### src/rtl/uart_tx_buffer.sv
// Buffered 8N1 UART transmitter: sends a p_data_buffer-byte word MSB byte first.
// Define UART_TX_STOP2_EN for two stop bits per frame.
module uart_tx_buffer #(
    parameter int p_preescaler  = 8,
    parameter int p_data_buffer = 16
) (
    input  logic                       clk,
    input  logic                       rst,
    input  logic [8*p_data_buffer-1:0] ip_data,
    input  logic                       i_dv,
    output logic                       o_tx,
    output logic                       o_busy,
    output logic                       o_done
);

    localparam int W  = 8 * p_data_buffer;
    localparam int PW = $clog2(p_preescaler);
    localparam int BW = $clog2(p_data_buffer + 1);
    localparam logic [PW-1:0] TICK_AT   = PW'(p_preescaler - 1);
    localparam logic [BW-1:0] LAST_BYTE = BW'(p_data_buffer - 1);
`ifdef UART_TX_STOP2_EN
    localparam logic [2:0] STOP_LAST = 3'd1;
`else
    localparam logic [2:0] STOP_LAST = 3'd0;
`endif

    typedef enum logic [2:0] {
        IDLE, START, DATA, STOP, DONE
    } state_t;

    state_t          state_q, state_d;
    logic [W-1:0]    buf_q, buf_d;
    logic [PW-1:0]   presc_q, presc_d;
    logic [2:0]      bit_q, bit_d;
    logic [BW-1:0]   byte_q, byte_d;
    logic            tx_q, tx_d;
    logic            busy_q, busy_d;
    logic            done_q, done_d;
    logic            tick;
    logic            accept;
    logic [7:0]      cur_byte;

    always_ff @(posedge clk) begin
        if (rst) begin
            state_q <= IDLE;
            buf_q   <= '0;
            presc_q <= '0;
            bit_q   <= '0;
            byte_q  <= '0;
            tx_q    <= 1'b1;
            busy_q  <= 1'b0;
            done_q  <= 1'b0;
        end else begin
            state_q <= state_d;
            buf_q   <= buf_d;
            presc_q <= presc_d;
            bit_q   <= bit_d;
            byte_q  <= byte_d;
            tx_q    <= tx_d;
            busy_q  <= busy_d;
            done_q  <= done_d;
        end
    end

    assign tick   = (presc_q == TICK_AT);
    assign accept = i_dv && !busy_q;

    always_comb begin
        state_d = state_q;
        buf_d   = buf_q;
        presc_d = '0;
        bit_d   = bit_q;
        byte_d  = byte_q;
        unique case (state_q)
            IDLE, DONE: begin
                state_d = IDLE;
                byte_d  = '0;
                bit_d   = '0;
                if (accept) begin
                    state_d = START;
                    buf_d   = ip_data;
                end
            end
            START: begin
                presc_d = tick ? '0 : presc_q + PW'(1);
                if (tick) begin
                    state_d = DATA;
                    bit_d   = '0;
                end
            end
            DATA: begin
                presc_d = tick ? '0 : presc_q + PW'(1);
                if (tick) begin
                    bit_d = bit_q + 3'd1;
                    if (bit_q == 3'd7) begin
                        state_d = STOP;
                        bit_d   = '0;
                    end
                end
            end
            STOP: begin
                presc_d = tick ? '0 : presc_q + PW'(1);
                if (tick) begin
                    bit_d = bit_q + 3'd1;
                    if (bit_q == STOP_LAST) begin
                        bit_d = '0;
                        if (byte_q == LAST_BYTE) begin
                            state_d = DONE;
                        end else begin
                            // next byte moves into the top slot, no idle gap
                            state_d = START;
                            byte_d  = byte_q + BW'(1);
                            buf_d   = buf_q << 8;
                        end
                    end
                end
            end
            default: state_d = IDLE;
        endcase
    end

    // Outputs are registered from the next state so the line changes on the edge
    assign cur_byte = buf_d[W-1 -: 8];

    always_comb begin
        tx_d   = 1'b1;
        busy_d = 1'b0;
        done_d = 1'b0;
        unique case (state_d)
            START: begin
                tx_d   = 1'b0;
                busy_d = 1'b1;
            end
            DATA: begin
                tx_d   = cur_byte[bit_d];
                busy_d = 1'b1;
            end
            STOP:    busy_d = 1'b1;
            DONE:    done_d = 1'b1;
            default: tx_d   = 1'b1;
        endcase
    end

    assign o_tx   = tx_q;
    assign o_busy = busy_q;
    assign o_done = done_q;

endmodule

### config.mk
export PLATFORM = sky130hd
export DESIGN_NAME = uart_tx_buffer
export DESIGN_NICKNAME = d
export VERILOG_FILES = /design/src/rtl/uart_tx_buffer.sv
export SDC_FILE = /design/constraint.sdc
export NUM_CORES = 1
export LEC_CHECK = 0
export CAP_MARGIN = 40
export CORE_UTILIZATION = 45
export CTS_BUF_LIST = sky130_fd_sc_hd__clkbuf_4 sky130_fd_sc_hd__clkbuf_8
export DETAILED_ROUTE_END_ITERATION = 12
export DONT_BUFFER_PORTS = 1
export GPL_TIMING_DRIVEN = 0
export HOLD_SLACK_MARGIN = 0.02
export PLACE_DENSITY = 0.68
export SYNTH_ARGS = -nofsm -noshare
export SYNTH_HDL_FRONTEND = slang
export SYNTH_SLANG_ARGS = --single-unit
### constraint.sdc
create_clock -name clk -period 2.9 [get_ports clk]
set_input_delay 0.58 -clock clk [delete_from_list [all_inputs] [get_ports clk]]
set_output_delay 0.58 -clock clk [all_outputs]
set_load 0.1 [all_outputs]
# Word-level counts from Yosys, hierarchy flattened
# Cells that the tools add are included.
# word_totals
out_inout_bits	3
register_bits	145
# op_classes
n_lt_le_gt_ge	1
reduce_logical	11
n_mux	28
n_bitwise	1
addsub	3
eq_ne	15
# op_table
cell	count
$mux W128	4
$pmux W128 S2	1
$mux W3	11
$pmux W3 S4	2
$mux W5	3
$eq A3 B2 Y1 const B	4
$eq A3 B3 Y1 const B	4
$pmux W5 S2	1
$reduce_or A3 Y1	3
$ne A2 B2 Y1 const B	4
$add A3 B1 Y3 const B	2
$eq A3 B1 Y1 const B	2
$logic_not A3 Y1	2
$add A5 B1 Y5 const B	1
$eq A5 B4 Y1 const B	1
$reduce_and A5 Y1	1
$lt A3 B4 Y1 const B	1
$mux W1	4
$reduce_and A4 Y1	1
$bmux W1 S3	1
$pmux W1 S2	1
$reduce_bool A2 Y1	1
$reduce_or A2 Y1	1
$logic_and A1 B1 Y1	1
2 further kinds	2

# Longest topological paths before layout
# Gate-level depths: netlist of run 1.
# logic_depth
word_depth	8
ltp_mapped	10

# Least setup slack after synthesis of run 1
# Ideal clock, no wire load.
# synth_timing
path_kind	reg-to-reg
startpoint	reg busy_q (netlist: o_busy)
endpoint	reg tx_q (netlist: o_tx)
synth_period_minus_slack_ps	2196
path_stages_with_launch	8
t_arrival_ps	2122
n_path_buf	1
setup_slack_ps	704
setup_ps	74
cell_sequence	dfxtp_1 > nor4b_4 > o21ba_1 > buf_2 > a221oi_1 > mux2_1 > a2bb2oi_2 > a31oi_1
# synth_via
elab_chain_len	7
# synth_lines
item	line	source
start: declaration	37	logic busy_q, busy_d;
start signal: assignment	60	busy_q <= busy_d;
$logic_not A1 Y1 *	66	assign accept = i_dv && !busy_q;
$logic_and A1 B1 Y1 *	66	
$mux W128	79	if (accept) begin
$pmux W128 S2	74	unique case (state_q)
$bmux W1 S3	135	tx_d = cur_byte[bit_d];
$mux W1 (not written as such)	135	
$pmux W1 S2 *	129	unique case (state_d)
end signal: assignment	59	tx_q <= tx_d;
end: declaration	36	logic tx_q, tx_d;
# Mark *: on every way between the ends. The rest lies on a longest branch, timed or not. The select of a mux whose other input is x is not followed.
# A chain may end at the register's enable or synchronous reset.

# Final worst setup path of run 1
# layout_timing
startpoint	reg byte_q[0]
endpoint	reg buf_q[114]
# layout_via
elab_chain_len	3
# layout_lines
item	line	source
start: declaration	35	logic [BW-1:0] byte_q, byte_d;
start signal: assignment	58	byte_q <= byte_d;
$eq A5 B4 Y1	107	if (byte_q == LAST_BYTE) begin
$ne A2 B2 Y1 (no line)	n/a	
$reduce_and A5 Y1 (no line)	n/a	
end signal: assignment	55	buf_q <= buf_d;
end: declaration	32	logic [W-1:0] buf_q, buf_d;
# No other way between the ends.

==> flow_summary.ini, run 1 <==
[layout]
n_fill_cell = 1256
drive_gt1_share_pct = 9.65
fin_nets = 842
areaGrowthSynthToFinish_pct = 11.6
final_common_cell = dfxtp_1
fin_area_um2 = 6600
post-route-util_pct = 51.8
layout_common_cells = dfxtp_1, a21oi_1, nand2_1
diodes = 0

[placement]
port_buffers = 0
place_hpwl_um = 11400
place_area_um2 = 6170
gp_congestion = 0.813
dpl_worst_slack_ps = 382

[synth]
synth_cell_types = 45
postSynthCellCount = 681
synth-edff-count = 0
postSynthAreaPerCell_um2 = 8.68
synth_ff_type = dfxtp_1
synth_seq_cells = 145
synth_fp_nets = 820
async_flop_share_pct = 0
ys_seq_area_share_pct = 49.1
syn_area_um2 = 5910
yosys_warnings = 0

[global_route]
grt.total_usage_pct = 23.0
overflow = 0
grt_pass1_vias = 4904
antenna_found_initial = 0
grt_max_degree = 17
grt_pass1_wl_um = 23700

[clock_network]
post_cts_resized = 0
clk_latency_ps = 450
cts_buffer_depth = 2
cts_tree = done
clock-sinks = 145
clkTransAtPathRegs_ps = 80
postCtsHoldBufs = 0
postCtsSetupRepairBufs = 0
root_buffer = clkbuf_8
ctsHtreeMaxLevel = 4
cts_buffers = 17

[worst_setup_path]
arrival_ps = 2860
cp_slowest_cell = nor3_4
cp_slowest_stage_delay_ps = 540
timing.rr.start = byte_q[0]$_SDFFE_PP0P_
crit_path_end_kind = flip-flop
worstPathRequired_ps = 3200
rr_endpoint = buf_q[114]$_SDFFE_PP0P_
r2r_setup_slack_ps = 340
cpMostUsedCell = ha_1
crit_type = flip-flop to flip-flop
cp_cell_sequence = ha_1, and3_1, ha_1, nor3_4, nor2_1, clkbuf_1, buf_2, nand2_1, a21oi_1
startpoint = byte_q[0]$_SDFFE_PP0P_
crit_fanout = 10
rr_worst_depth = 9
critPathLaunchType = flip-flop

[hold_path]
whs_endpoint = buf_q[5]$_SDFFE_PP0P_
min_from = ip_data[5]
holdPathStages = 2
hp-class = primary input to flip-flop

[die]
initial_utilization_pct = 46.4
die_y_um = 117
io_pins = 134
core_um2 = 12700
die_w_um = 117
fp.dieArea_um2 = 13600
rows = 41

[power]
p_per_area_nw_per_um2 = 666
vdd_ir_drop_max_v = 0.000383
power_frac_clock_pct = 38.9
p_sw_share_pct = 25.4
p_seq_share_pct = 50.0
leakagePower_uw = 0.00228
p_switching_uw = 1120
pwr-share-comb_pct = 11.1
p_int_uw = 3280

[timing]
max_slew.worst_pin.slew_ps = 615
finalWorstSetupSlack_ps = 337
finalSetupViolCount = 0
fin_skew_ps = 8.14
drv_slew = 0
rsz0062_at_grt = no
hold_violations = 0
period_share_pct = 88.4
relSlewSlack_pct = 59.0
period_minus_slack_ps = 2560
tns_ps = 0
fmax_mhz = 390
whs_ps = 255

[routing]
wl_per_cell_um = 17.3
via_per_inst = 5.75
route.detailed.drc = 0
ant_nets = 0
finalWirelength_um = 15300
vias = 5096
drt_first_pass_iters = 5
drtIter0Drc = 388

[job]
cap_violations = 0

[status]
status = finished, final reports clean
## layer usage
| metal | up-vias | share of wire (%) | GRT usage [%] |
|---|---|---|---|
| li1 | 2502 | - | - |
| met1 | 2424 | 41 | 27.1 |
| met2 | 153 | 49 | 38.0 |
| met3 | 17 | 8.9 | 9.44 |
| met4 | 0 | 1.1 | 7.43 |
| met5 | - | 0 | 0 |
## cells by family (layout without fill, tap and decap cells)
| logic type | Yosys count | in the layout | synth area share [%] |
|---|---|---|---|
| AO/OA/AOI/OAI | 260 | 260 | 28.1 |
| XOR/XNOR | 2 | 2 | 0.296 |
| adder cells (fa/ha/maj) | 8 | 8 | 1.69 |
| buffers and inverters | 65 | 99 | 4.95 |
| flip-flops | 145 | 145 | 49.1 |
| multiplexers | 4 | 4 | 0.699 |
| AND/OR/NAND/NOR | 197 | 197 | 15.1 |
## power by group through the flow
stage | combinational (uW) | sequential [uW] | clock [uW]
after detailed placement | 486 | 2240 | 0
after global routing | 544 | 2210 | 1820
after global placement | 442 | 2260 | 0
final | 487 | 2200 | 1710
after floorplan | 356 | 2240 | 0
after CTS | 488 | 2200 | 1740
## Yosys cell counts (all sizes together), types with 2 or more instances
library cell | count | area [um2]
and2 | 10 | 62.6
dfxtp | 145 | 2900
nor3b | 2 | 20.0
a221oi | 8 | 70.1
a22oi | 112 | 841
buf | 27 | 150
inv | 5 | 18.8
nand2 | 126 | 475
mux2i | 3 | 30.0
or3 | 2 | 12.5
o21ai | 4 | 20.0
nor2 | 25 | 98.8
nor3 | 6 | 41.3
nand3b | 3 | 22.5
xor2 | 2 | 17.5
a21oi | 126 | 631
a211o | 2 | 26.3
ha | 8 | 100
nand2b | 2 | 12.5
clkbuf | 33 | 124
nor2b | 4 | 25.0
a2bb2oi | 2 | 23.8
nand3 | 9 | 45.0
and3 | 2 | 12.5
## cell type report
class                      instances  area, um2  share of cell area, %
timing repair buffer               3       45.0                  0.683
sequential                       145       2900                   44.0
multi-input combinational        471       2710                   41.1
buffer                            60        274                   4.15
clock buffer                      20        263                   3.98
inverter                           5       18.8                  0.285
clock inverter                    11        163                   2.47
tap                              172        215                   3.26
## state kept, by name (all words and copies together), names as in the netlist
| signal | cells |
|---|---|
| o_tx | 1 |
| presc_q | 3 |
| o_busy | 1 |
| state_q | 3 |
| o_done | 1 |
| bit_q | 3 |
| byte_q | 5 |
| buf_q | 128 |
## critical path: cells and delay by family (launching register included)
family | cells | cell delay, ps
flip-flops | 1 | 340
buffers and inverters | 2 | 560
adder cells (fa/ha/maj) | 2 | 460
AND/OR/NAND/NOR | 4 | 990
AO/OA/AOI/OAI | 1 | 70
## metrics by stage
| step | std cells | total power [uW] |
|---|---|---|
| finish | 887 | 4390 |
| global route | 887 | 4580 |
| CTS | 887 | 4430 |
| detailed placement | 856 | 2730 |
| global placement | 853 | 2700 |
| floorplan | 681 | 2600 |
## worst max path at each step
| stage | endpoint |
|---|---|
| global placement | buf_q[9]$_SDFFE_PP0P_ |
| floorplan | o_tx$_SDFF_PP1_ |
| detailed placement | buf_q[35]$_SDFFE_PP0P_ |
| CTS | buf_q[114]$_SDFFE_PP0P_ |
| global route | buf_q[79]$_SDFFE_PP0P_ |
| finish | buf_q[114]$_SDFFE_PP0P_ |
Note: power is estimated with default switching activity, not from simulation.
==> run 2, diff against run 1 <==
- GPL_TIMING_DRIVEN: 0 -> default
==> run 2 against run 1 <==
  * Fmax increased by 4.5%
  * Power decreased by 0.62%
  * Combinational power decreased by 14%
  * Setup slack improved by 110 ps
  * Utilization decreased by 1.3 points
  * Clock skew increased by 5.5 ps
  * Clock power increased by 2%
  * Global-route usage decreased by 2.7 points
  * Critical endpoint is now o_tx$_SDFF_PP1_
  * Highest routed layer unchanged
==> flow_summary.ini, run 2 (synthesis results as in run 1) <==
[placement]
dpl_worst_slack_ps = 459
place_hpwl_um = 8970
port_buffers = 0
gp_congestion = 0.727

[clock_network]
clkTransAtPathRegs_ps = 80
cts_tree = done
clk_latency_ps = 460
postCtsSetupRepairBufs = 0
cts_buffer_depth = 2
root_buffer = clkbuf_8
clock-sinks = 145
postCtsHoldBufs = 0
cts_buffers = 17
ctsHtreeMaxLevel = 4
post_cts_resized = 0

[layout]
final_common_cell = dfxtp_1
multi_input_comb_area_um2 = 2720
areaGrowthSynthToFinish_pct = 8.70
layout_common_cells = dfxtp_1, a21oi_1, nand2_1
largest_reg_flops = 128
seq_area_um2 = 2900
top_regs = buf_q: 128 flops, byte_q: 5 flops
fin_nets = 789
regMostFlops = buf_q
diodes = 0
n_fill_cell = 1245
drive_gt1_share_pct = 7.69

[worst_setup_path]
crit_path_end_kind = flip-flop
cp_slowest_cell = a221oi_1
cp_cell_sequence = ha_1, and3_1, ha_1, nand3b_1, o21ba_1, a221oi_1, mux2i_1, a22oi_1, a31oi_1
crit_type = flip-flop to flip-flop
worstPathRequired_ps = 3240
cp_slowest_stage_delay_ps = 380
critPathLaunchType = flip-flop
cpMostUsedCell = ha_1
crit_fanout = 8
arrival_ps = 2790

[power]
vdd_ir_drop_max_v = 0.000353
leakagePower_uw = 0.00217
p_per_area_nw_per_um2 = 680

[routing]
drt_first_pass_iters = 5
route.detailed.drc = 0
ant_nets = 0
wl_per_cell_um = 16.7
drtIter0Drc = 420
finalWirelength_um = 13900
via_per_inst = 5.81
vias = 4851

[hold_path]
hp-class = primary input to flip-flop

[job]
cap_violations = 0

[timing]
fmax_mhz = 408
tns_ps = 0
max_slew.worst_pin.slew_ps = 558
finalWorstSetupSlack_ps = 448
period_minus_slack_ps = 2450
period_share_pct = 84.5
rsz0062_at_grt = no
finalSetupViolCount = 0
fin_skew_ps = 13.7
hold_violations = 0
drv_slew = 0
relSlewSlack_pct = 62.7

[global_route]
grt_pass1_wl_um = 21100
antenna_found_initial = 0
grt.total_usage_pct = 20.2
grt_pass1_vias = 4362
grt_max_degree = 144
overflow = 0

[die]
io_pins = 134
fp.dieArea_um2 = 13600
core_um2 = 12700
die_y_um = 117
initial_utilization_pct = 46.4
die_w_um = 117
rows = 41

[status]
status = finished, final reports clean
==> run 2: metal layers <==
metal | up-vias | global-route usage (%) | part of all wire (%)
met1 | 2301 | 25.1 | 43
met5 | - | 0 | 0
met4 | 0 | 8.44 | 1.3
met2 | 150 | 30.4 | 47
li1 | 2383 | - | -
met3 | 17 | 9.03 | 9.1
==> run 2: cell type report <==
class	instances	area share (%)
sequential	145	45.2
tap	172	3.35
clock inverter	13	2.84
clock buffer	19	3.97
timing repair buffer	10	1.99
multi-input combinational	471	42.4
inverter	5	0.292
==> run 2: worst max-delay path: cells and delay by family (launching register included) <==
| kind | cells | cell delay (ps) |
|---|---|---|
| compound gates | 4 | 1040 |
| fa+ha+maj | 2 | 420 |
| flops | 1 | 350 |
| mux | 1 | 130 |
| simple gates | 2 | 390 |
==> run 2: where the power goes <==
group          total (uW)  leakage [uW]  internal [uW]  switching [uW]
clock                1750      0.000224            972             775
sequential           2200       0.00119           2120            73.8
combinational         421      0.000761            170             251
total                4370       0.00217           3270            1100
==> run 2: final timing paths <==
kind,start,endpoint,slack (ps),cells after the start
worst max-delay path,byte_q[0]$_SDFFE_PP0P_,o_tx$_SDFF_PP1_,450,9
worst min register to register,presc_q[0]$_SDFF_PP0_,presc_q[0]$_SDFF_PP0_,430,1
worst max register to register,byte_q[0]$_SDFFE_PP0P_,o_tx$_SDFF_PP1_,450,9
worst min-delay path,rst,buf_q[69]$_SDFFE_PP0P_,200,1
==> run 2: stage by stage <==
step / instances / area (um2) / hold slack, ps / total power (uW) / utilization [%]
floorplan: 681 / 5910 / 398 / 2600 / -
global placement: 800 / 5940 / 406 / 2640 / 46.7
detailed placement: 803 / 5990 / 421 / 2670 / 47.0
CTS: 835 / 6420 / 159 / 4410 / 50.5
global route: 835 / 6420 / 147 / 4550 / 50.5
finish: 835 / 6420 / 195 / 4370 / 50.5
==> run 3, diff against run 2 <==
- PLACE_DENSITY: 0.68 -> 0.7
- clock period: 2.9 -> 2.1 ns (I/O delays scaled with it)
==> run 3 against run 2 <==
  * Utilization rose by 3.8 points
  * Count of clock-buffer cells in the layout rose by 1
  * First-iteration DRC count increased by 15%
  * Cell count rose by 2.8%
  * Sequential share of layout area shrank 3.1 points
  * Wire length increased by 7.4%
  * Fmax increased by 11%
  * Global-route usage rose by 1.1 points
  * Sequential power up 38%
  * Clock power grew 41%
  * Critical path depth unchanged
  * Register-to-register slack lost 550 ps
  * Largest power group unchanged
  * The run now ends with negative setup slack left
==> flow_summary.ini, run 3 (synthesis results as in run 1) <==
[timing]
rsz0062_at_grt = yes
fin_skew_ps = 9.82
period_minus_slack_ps = 2200
finalSetupViolCount = 1
period_share_pct = 105
relSlewSlack_pct = 66.4
fmax_mhz = 454
whs_ps = 57.4
drv_slew = 0
max_slew.worst_pin.slew_ps = 504
hold_violations = 0
finalWorstSetupSlack_ps = -105

[placement]
gp_congestion = 0.819
post-place-cells = 815
place_hpwl_um = 9430
place_area_um2 = 6180
port_buffers = 0

[worst_setup_path]
cpMostUsedCell = ha_4
arrival_ps = 2530
timing.rr.start = byte_q[0]$_SDFFE_PP0P_
critPathLaunchType = flip-flop
cp_slowest_cell = dfxtp_2
worstPathRequired_ps = 2420
rr_endpoint = o_tx$_SDFF_PP1_
crit_fanout = 8
rr_worst_depth = 9
crit_path_end_kind = flip-flop
cp_slowest_stage_delay_ps = 340
critPathTopFamily = compound AO/OA/AOI/OAI gates
r2r_setup_slack_ps = -100
cp_cell_sequence = ha_4, and3_4, ha_4, nand3b_1, o21ba_4, a221oi_4, mux2_4, a2bb2oi_2, a31oi_1
path_buf_inv = 0
crit_type = flip-flop to flip-flop

[layout]
regMostFlops = buf_q
areaGrowthSynthToFinish_pct = 16.9
seq_area_um2 = 2910
layout_common_cells = dfxtp_1, a21oi_1, nand2_1
diodes = 0
final_cells = 858
multi_input_comb_area_um2 = 2890
drive_gt1_share_pct = 13.8
fin_area_um2 = 6910
largest_reg_flops = 128
post-route-util_pct = 54.3
top_regs = buf_q: 128 flops, byte_q: 5 flops
fin_nets = 812
final_common_cell = dfxtp_1
n_fill_cell = 1221

[power]
vdd_ir_drop_max_v = 0.000663
leakagePower_uw = 0.00237
p_per_area_nw_per_um2 = 893

[die]
die_w_um = 117
die_y_um = 117
initial_utilization_pct = 46.4
rows = 41
core_um2 = 12700
io_pins = 134
fp.dieArea_um2 = 13600

[status]
status = finished with violations
violations = negative setup slack

[hold_path]
min_from = rst
whs_endpoint = buf_q[46]$_SDFFE_PP0P_
holdPathStages = 1
hp-class = primary input to flip-flop

[job]
cap_violations = 0

[routing]
ant_nets = 0
wl_per_cell_um = 17.4
via_per_inst = 5.79
drt_first_pass_iters = 5
finalWirelength_um = 15000
drtIter0Drc = 484
route.detailed.drc = 0
vias = 4966

[clock_network]
clock-sinks = 145
ctsHtreeMaxLevel = 4
clk_latency_ps = 440
root_buffer = clkbuf_8
cts_tree = done
cts_buffers = 17
clkTransAtPathRegs_ps = 80
cts_buffer_depth = 2

[global_route]
overflow = 0
grt_pass1_wl_um = 22500
grt_max_degree = 93
antenna_found_initial = 0
grt.total_usage_pct = 21.4
grt_pass1_vias = 4596
run 3: through the flow:
stage | setup WS (ps) | total power [uW] | TNS [ps]
3_5_place_dp | -218 | 3720 | -218
3_3_place_gp | -109 | 3700 | -109
6_report | -105 | 6170 | -105
2_1_floorplan | 10.8 | 3610 | 0
5_1_grt | -155 | 6440 | -168
4_1_cts | -86.4 | 6220 | -86.4
run 3: worst max-delay path by stage:
stage / slack (ps) / startpoint / to / cells past startpoint
floorplan: 10 / byte_q[1]$_SDFFE_PP0P_ / o_tx$_SDFF_PP1_ / 10
global placement: -110 / byte_q[1]$_SDFFE_PP0P_ / o_tx$_SDFF_PP1_ / 9
detailed placement: -220 / byte_q[1]$_SDFFE_PP0P_ / o_tx$_SDFF_PP1_ / 9
CTS: -90 / byte_q[0]$_SDFFE_PP0P_ / o_tx$_SDFF_PP1_ / 9
global route: -150 / byte_q[0]$_SDFFE_PP0P_ / o_tx$_SDFF_PP1_ / 9
finish: -100 / byte_q[0]$_SDFFE_PP0P_ / o_tx$_SDFF_PP1_ / 9
run 3: power breakdown:
group | switching (uW) | internal, uW | leakage [uW] | total (uW)
clock | 1010 | 1460 | 0.000233 | 2470
combinational | 380 | 273 | 0.000952 | 653
sequential | 109 | 2930 | 0.00119 | 3040
total | 1500 | 4670 | 0.00237 | 6170
run 3: worst register-to-register path: cells and delay by family (launching register included):
kind,cells,cell delay (ps)
and+or+nand+nor,2,400
muxes,1,200
adders and majority gates,2,310
AOI/OAI and AO/OA,4,850
DFF,1,340
run 3: area by class of cell:
cell class                 count  area share, %
sequential                   145           42.1
multi-input combinational    471           41.9
timing repair buffer          33           6.12
clock buffer                  20           3.81
tap                          172           3.12
clock inverter                12           2.72
inverter                       5          0.272
run 3: per-layer routing:
metal | GRT usage (%) | vias up | part of all wire, %
li1 | - | 2437 | -
met1 | 25.7 | 2345 | 42
met2 | 34.1 | 167 | 48
met3 | 8.82 | 17 | 9.0
met4 | 8.10 | 0 | 1.4
met5 | 0 | - | 0
run 3: timing repair:
item                                    in CTS  in global routing
pin swaps                                    6                  2
endpoints found under the setup margin       1                 76
cloned                                       0                  3
setup buffers                                4                  3
resized for setup                            7                 12
hold endpoints to repair                    52                  0
hold buffers                                 1                  0
==> patch 1, RTL diff (settings of run 1) <==
Take the reset off `buf_q` and load it in a clocked block of its own.
--- a/src/rtl/uart_tx_buffer.sv
+++ b/src/rtl/uart_tx_buffer.sv
@@ -43,7 +43,6 @@
     always_ff @(posedge clk) begin
         if (rst) begin
             state_q <= IDLE;
-            buf_q   <= '0;
             presc_q <= '0;
             bit_q   <= '0;
             byte_q  <= '0;
@@ -52,7 +51,6 @@
             done_q  <= 1'b0;
         end else begin
             state_q <= state_d;
-            buf_q   <= buf_d;
             presc_q <= presc_d;
             bit_q   <= bit_d;
             byte_q  <= byte_d;
@@ -60,6 +58,10 @@
             busy_q  <= busy_d;
             done_q  <= done_d;
         end
+    end
+
+    always_ff @(posedge clk) begin
+        buf_q <= buf_d;
     end
 
     assign tick   = (presc_q == TICK_AT);
Check against the original RTL: no difference found for any inputs over 10 cycles, from zero or initial values and one cycle with rst high; that may be too few to reach the edited logic, so the function may still have changed.
==> patch 1 against run 1 <==
  * Critical path type unchanged
  * Sequential share of layout area increased by 16 points
  * Highest routed layer unchanged
  * Routed wire length down 4.9%
  * Worst setup slack got worse by 0.012 ns
  * Largest power group unchanged
  * Sequential cell count unchanged
  * Synthesized area grew 2.5%
  * Design area rose by 3.6%
  * Via count fell by 27%
  * Total power is 5.4% higher
==> patch 1: results (changes against run 1) <==
total detailed-routing wirelength=14600 um (-4.9%); via/cell ratio=6.11 (+6.3%); Final Skew=0.0117 ns (+0.00353 ns); cts repair resizes=0 (unchanged); register area share after synthesis=67.7% (+19 points); # diodes=0 (unchanged); DP Area=6410 sq um (+3.9%); final net count=562 (-33%); first-pass GRT wire length=21900 um (-7.8%); Avg Inst Size Synth=15.2 sq um (+75%); max incr delay on CP=0.45 ns (-0.09 ns); layout cells sized above 1=15.8% (+6.2 points); Slowest-stage cell, CP=buf_1; vias post-DR=3738 (-27%); Largest regs=buf_q x128, byte_q x5; Critical path origin=presc_q[0]; syn_nets=538 (-34%); worst hold start=rst; synth top area cells=edfxtp_1 59%, a22o_1 16%, dfxtp_1 8.3%; DR pass1 iterations=4 (-1); Slew headroom=45.8% (-13 points); EDFF count, synth=120 (+120); reg2reg start=presc_q[0]; vias in the first global route=3807 (-22%); DPL Wire Length=9990 um (-12%); Pleak=2.41 nW (+5.5%); largest net degree at the start of global routing=41 (+24); pre-CTS WS=0.0504 ns (-0.332 ns); fill count=1102 (-12%); drt initial violations=267 (-31%); DP Cell Count=580 (-32%); peak supply drop=0.349 mV (-8.9%); Cell variety after synth=55 (+22%); CP Data Arrival Time=2.90 ns (+0.04 ns); Placer Congestion=0.805 (-0.95%); status=finished, final reports clean; total track usage=21.7% (-1.2 points); most common library cells after synthesis=120 x edfxtp_1, 113 x a22o_1, 25 x dfxtp_1; P per Cell Area=678 nW/um^2 (+1.8%)
## patch 1: changes by cell type in the layout (fill, tap and decap cells not counted), sizes merged, moves of 9 or more
cell    change
nor2       -13
buf        -13
clkbuf     -14
a22oi     -110
edfxtp    +120
nand2     -121
a22o      +114
nand3       -9
dfxtp     -120
a21oi     -123
## patch 1: metal layers
| metal | wire length [um] | global-route usage, % | vias to the layer above | part of all wire (%) |
|---|---|---|---|---|
| met2 | 6640 | 33.1 | 172 | 46 |
| met5 | 0 | 0 | - | 0 |
| met3 | 1450 | 9.84 | 17 | 10 |
| met4 | 210 | 6.97 | 0 | 1.4 |
| met1 | 6270 | 27.6 | 1872 | 43 |
| li1 | - | - | 1677 | - |
## patch 1: report_power, final
| part | total, W | switching, W | internal [W] |
|---|---|---|---|
| sequential | 0.00254 | 0.0000666 | 0.00248 |
| combinational | 0.000410 | 0.000240 | 0.000170 |
| clock | 0.00168 | 0.000752 | 0.000927 |
| total | 0.00463 | 0.00106 | 0.00357 |
## patch 1: path summary, 6_finish.rpt
check,endpoint,slack [ns],depth (start not counted)
worst max register to register,buf_q[99],0.33,8
worst max-delay path,buf_q[99],0.33,8
worst min register to register,presc_q[0],0.45,1
worst min-delay path,bit_q[0],0.18,1
## patch 1: logic make-up after synthesis
family                   share of synthesized area (%)
AO/OA/AOI/OAI                                     21.0
flip-flops                                        67.7
AND/OR/NAND/NOR                                   5.14
buffers and inverters                             3.26
adder cells (fa/ha/maj)                           1.65
XOR/XNOR                                         0.578
multiplexers                                     0.681
## patch 1: layout make-up
class                           count  area share (%)
Sequential cell                   145            60.1
Tap cell                          176            3.22
Timing Repair Buffer                5            1.32
Clock buffer                       18            3.53
Buffer                             33            2.53
Inverter                            7           0.440
Clock inverter                     14            2.49
Multi-Input combinational cell    214            26.3
==> patch 2, RTL diff (settings of run 1) <==
Made on the original files. Build with the macro `UART_TX_STOP2_EN` defined.
--- a/src/rtl/uart_tx_buffer.sv
+++ b/src/rtl/uart_tx_buffer.sv
@@ -1,5 +1,7 @@
 // Buffered 8N1 UART transmitter: sends a p_data_buffer-byte word MSB byte first.
 // Define UART_TX_STOP2_EN for two stop bits per frame.
+`define UART_TX_STOP2_EN
+
 module uart_tx_buffer #(
     parameter int p_preescaler  = 8,
     parameter int p_data_buffer = 16
Formal check against the unedited RTL: no difference found for any inputs over 4 cycles, from zero or initial values and one cycle with rst high; that may be too few to reach the edited logic, so the function may still have changed.
==> patch 2 against run 1 <==
  * Design area grew 1.3%
  * Worst setup slack lost 0.16 ns
  * Synthesized area grew 1.1%
  * Via count grew 3.7%
  * Total power grew 1.3%
  * Routed wire length grew 1.7%
  * Synthesized cell count grew 1.5%
  * Clock skew grew 0.0010 ns
  * Clock power grew 4%
  * Cell count grew 1.2%
  * Critical path depth is the same
  * Sequential cell count is the same
  * Highest routed layer unchanged
==> patch 2: results (changes against run 1) <==
via/cell ratio=5.89 (+2.5%); hold_ws=0.248 ns (-0.00679 ns); Slew headroom=58.7% (-0.29 points); Synth Area in Compound Gates=29.0% (+0.83 points); status=finished, final reports clean; R2R Path End=o_tx; vias in the first global route=4888 (-0.33%); vias post-DR=5287 (+3.7%); P_comb=0.000483 W (-0.8%); Sw Share=25.4% (-0.066 points); synth top area cells=dfxtp_1 49%, a22oi_1 14%, a21oi_1 11%; Critical path origin=byte_q[0]; P per Cell Area=666 nW/um^2 (about the same); XOR/XNOR Fraction of Synth Area=0.293% (-0.0032 points); layout cells sized above 1=8.26% (-1.4 points); r2r setup slk=0.17 ns (-0.16 ns); maximum clock rate=0.367 GHz (-6.0%); WL per Instance=17.4 um (+0.47%); total track usage=23.3% (+0.38 points); final net count=853 (+1.3%); met2 Use GR=37.2% (-0.77 points); post-synthesis adder-cell area fraction=1.89% (+0.19 points); pre-CTS WS=0.240 ns (-0.142 ns); DP Area=6230 sq um (+1.0%); Cell variety after synth=48 (+6.7%); most common library cells after synthesis=145 x dfxtp_1, 131 x a21oi_1, 126 x nand2_1; Pleak=2.29 nW (+0.22%); Top delay family on crit path=compound AO/OA/AOI/OAI gates; met2 routed WL=7250 um (-3.8%); met1 usage=29.2% (+2.1 points); mux cell area share after synthesis=0.356% (-0.34 points); Post-Synthesis Cells=691 (+1.5%); Slowest-stage cell, CP=nor3b_2; drt initial violations=403 (+3.9%); DP Cell Count=866 (+1.2%); met3 Use GR=7.88% (-1.6 points); first-pass GRT wire length=24300 um (+2.4%); DR pass1 iterations=6 (+1); DPL Wire Length=11500 um (+1.3%); fill count=1188 (-5.4%); register area share after synthesis=48.6% (-0.52 points)
==> patch 2: changes by cell type in the layout (fill, tap and decap cells not counted), sizes merged, moves of 4 or more <==
cell / before / now
buf: 30 / 21
and2: 10 / 4
a21oi: 126 / 133
nor2b: 4 / 8
a32o: 0 / 5
a221oi: 8 / 1
clkbuf: 53 / 65
==> patch 2: how the worst min path moves through the flow <==
| stage | start | endpoint | cells after the start |
|---|---|---|---|
| global route | ip_data[6] | buf_q[6] | 2 |
| detailed placement | presc_q[0] | presc_q[0] | 1 |
| global placement | presc_q[0] | presc_q[0] | 1 |
| CTS | ip_data[5] | buf_q[5] | 2 |
| floorplan | presc_q[0] | presc_q[0] | 1 |
| finish | ip_data[7] | buf_q[7] | 2 |
==> patch 2: cell type report <==
type                    count  share of cell area (%)
flip-flops and latches    145                    43.5
repair buffers              3                   0.674
inverters                   5                   0.281
clock inverters            10                    2.34
plain buffers              61                    3.95
well taps                 172                    3.22
multi-input cells         480                    41.7
clock buffers              22                    4.35
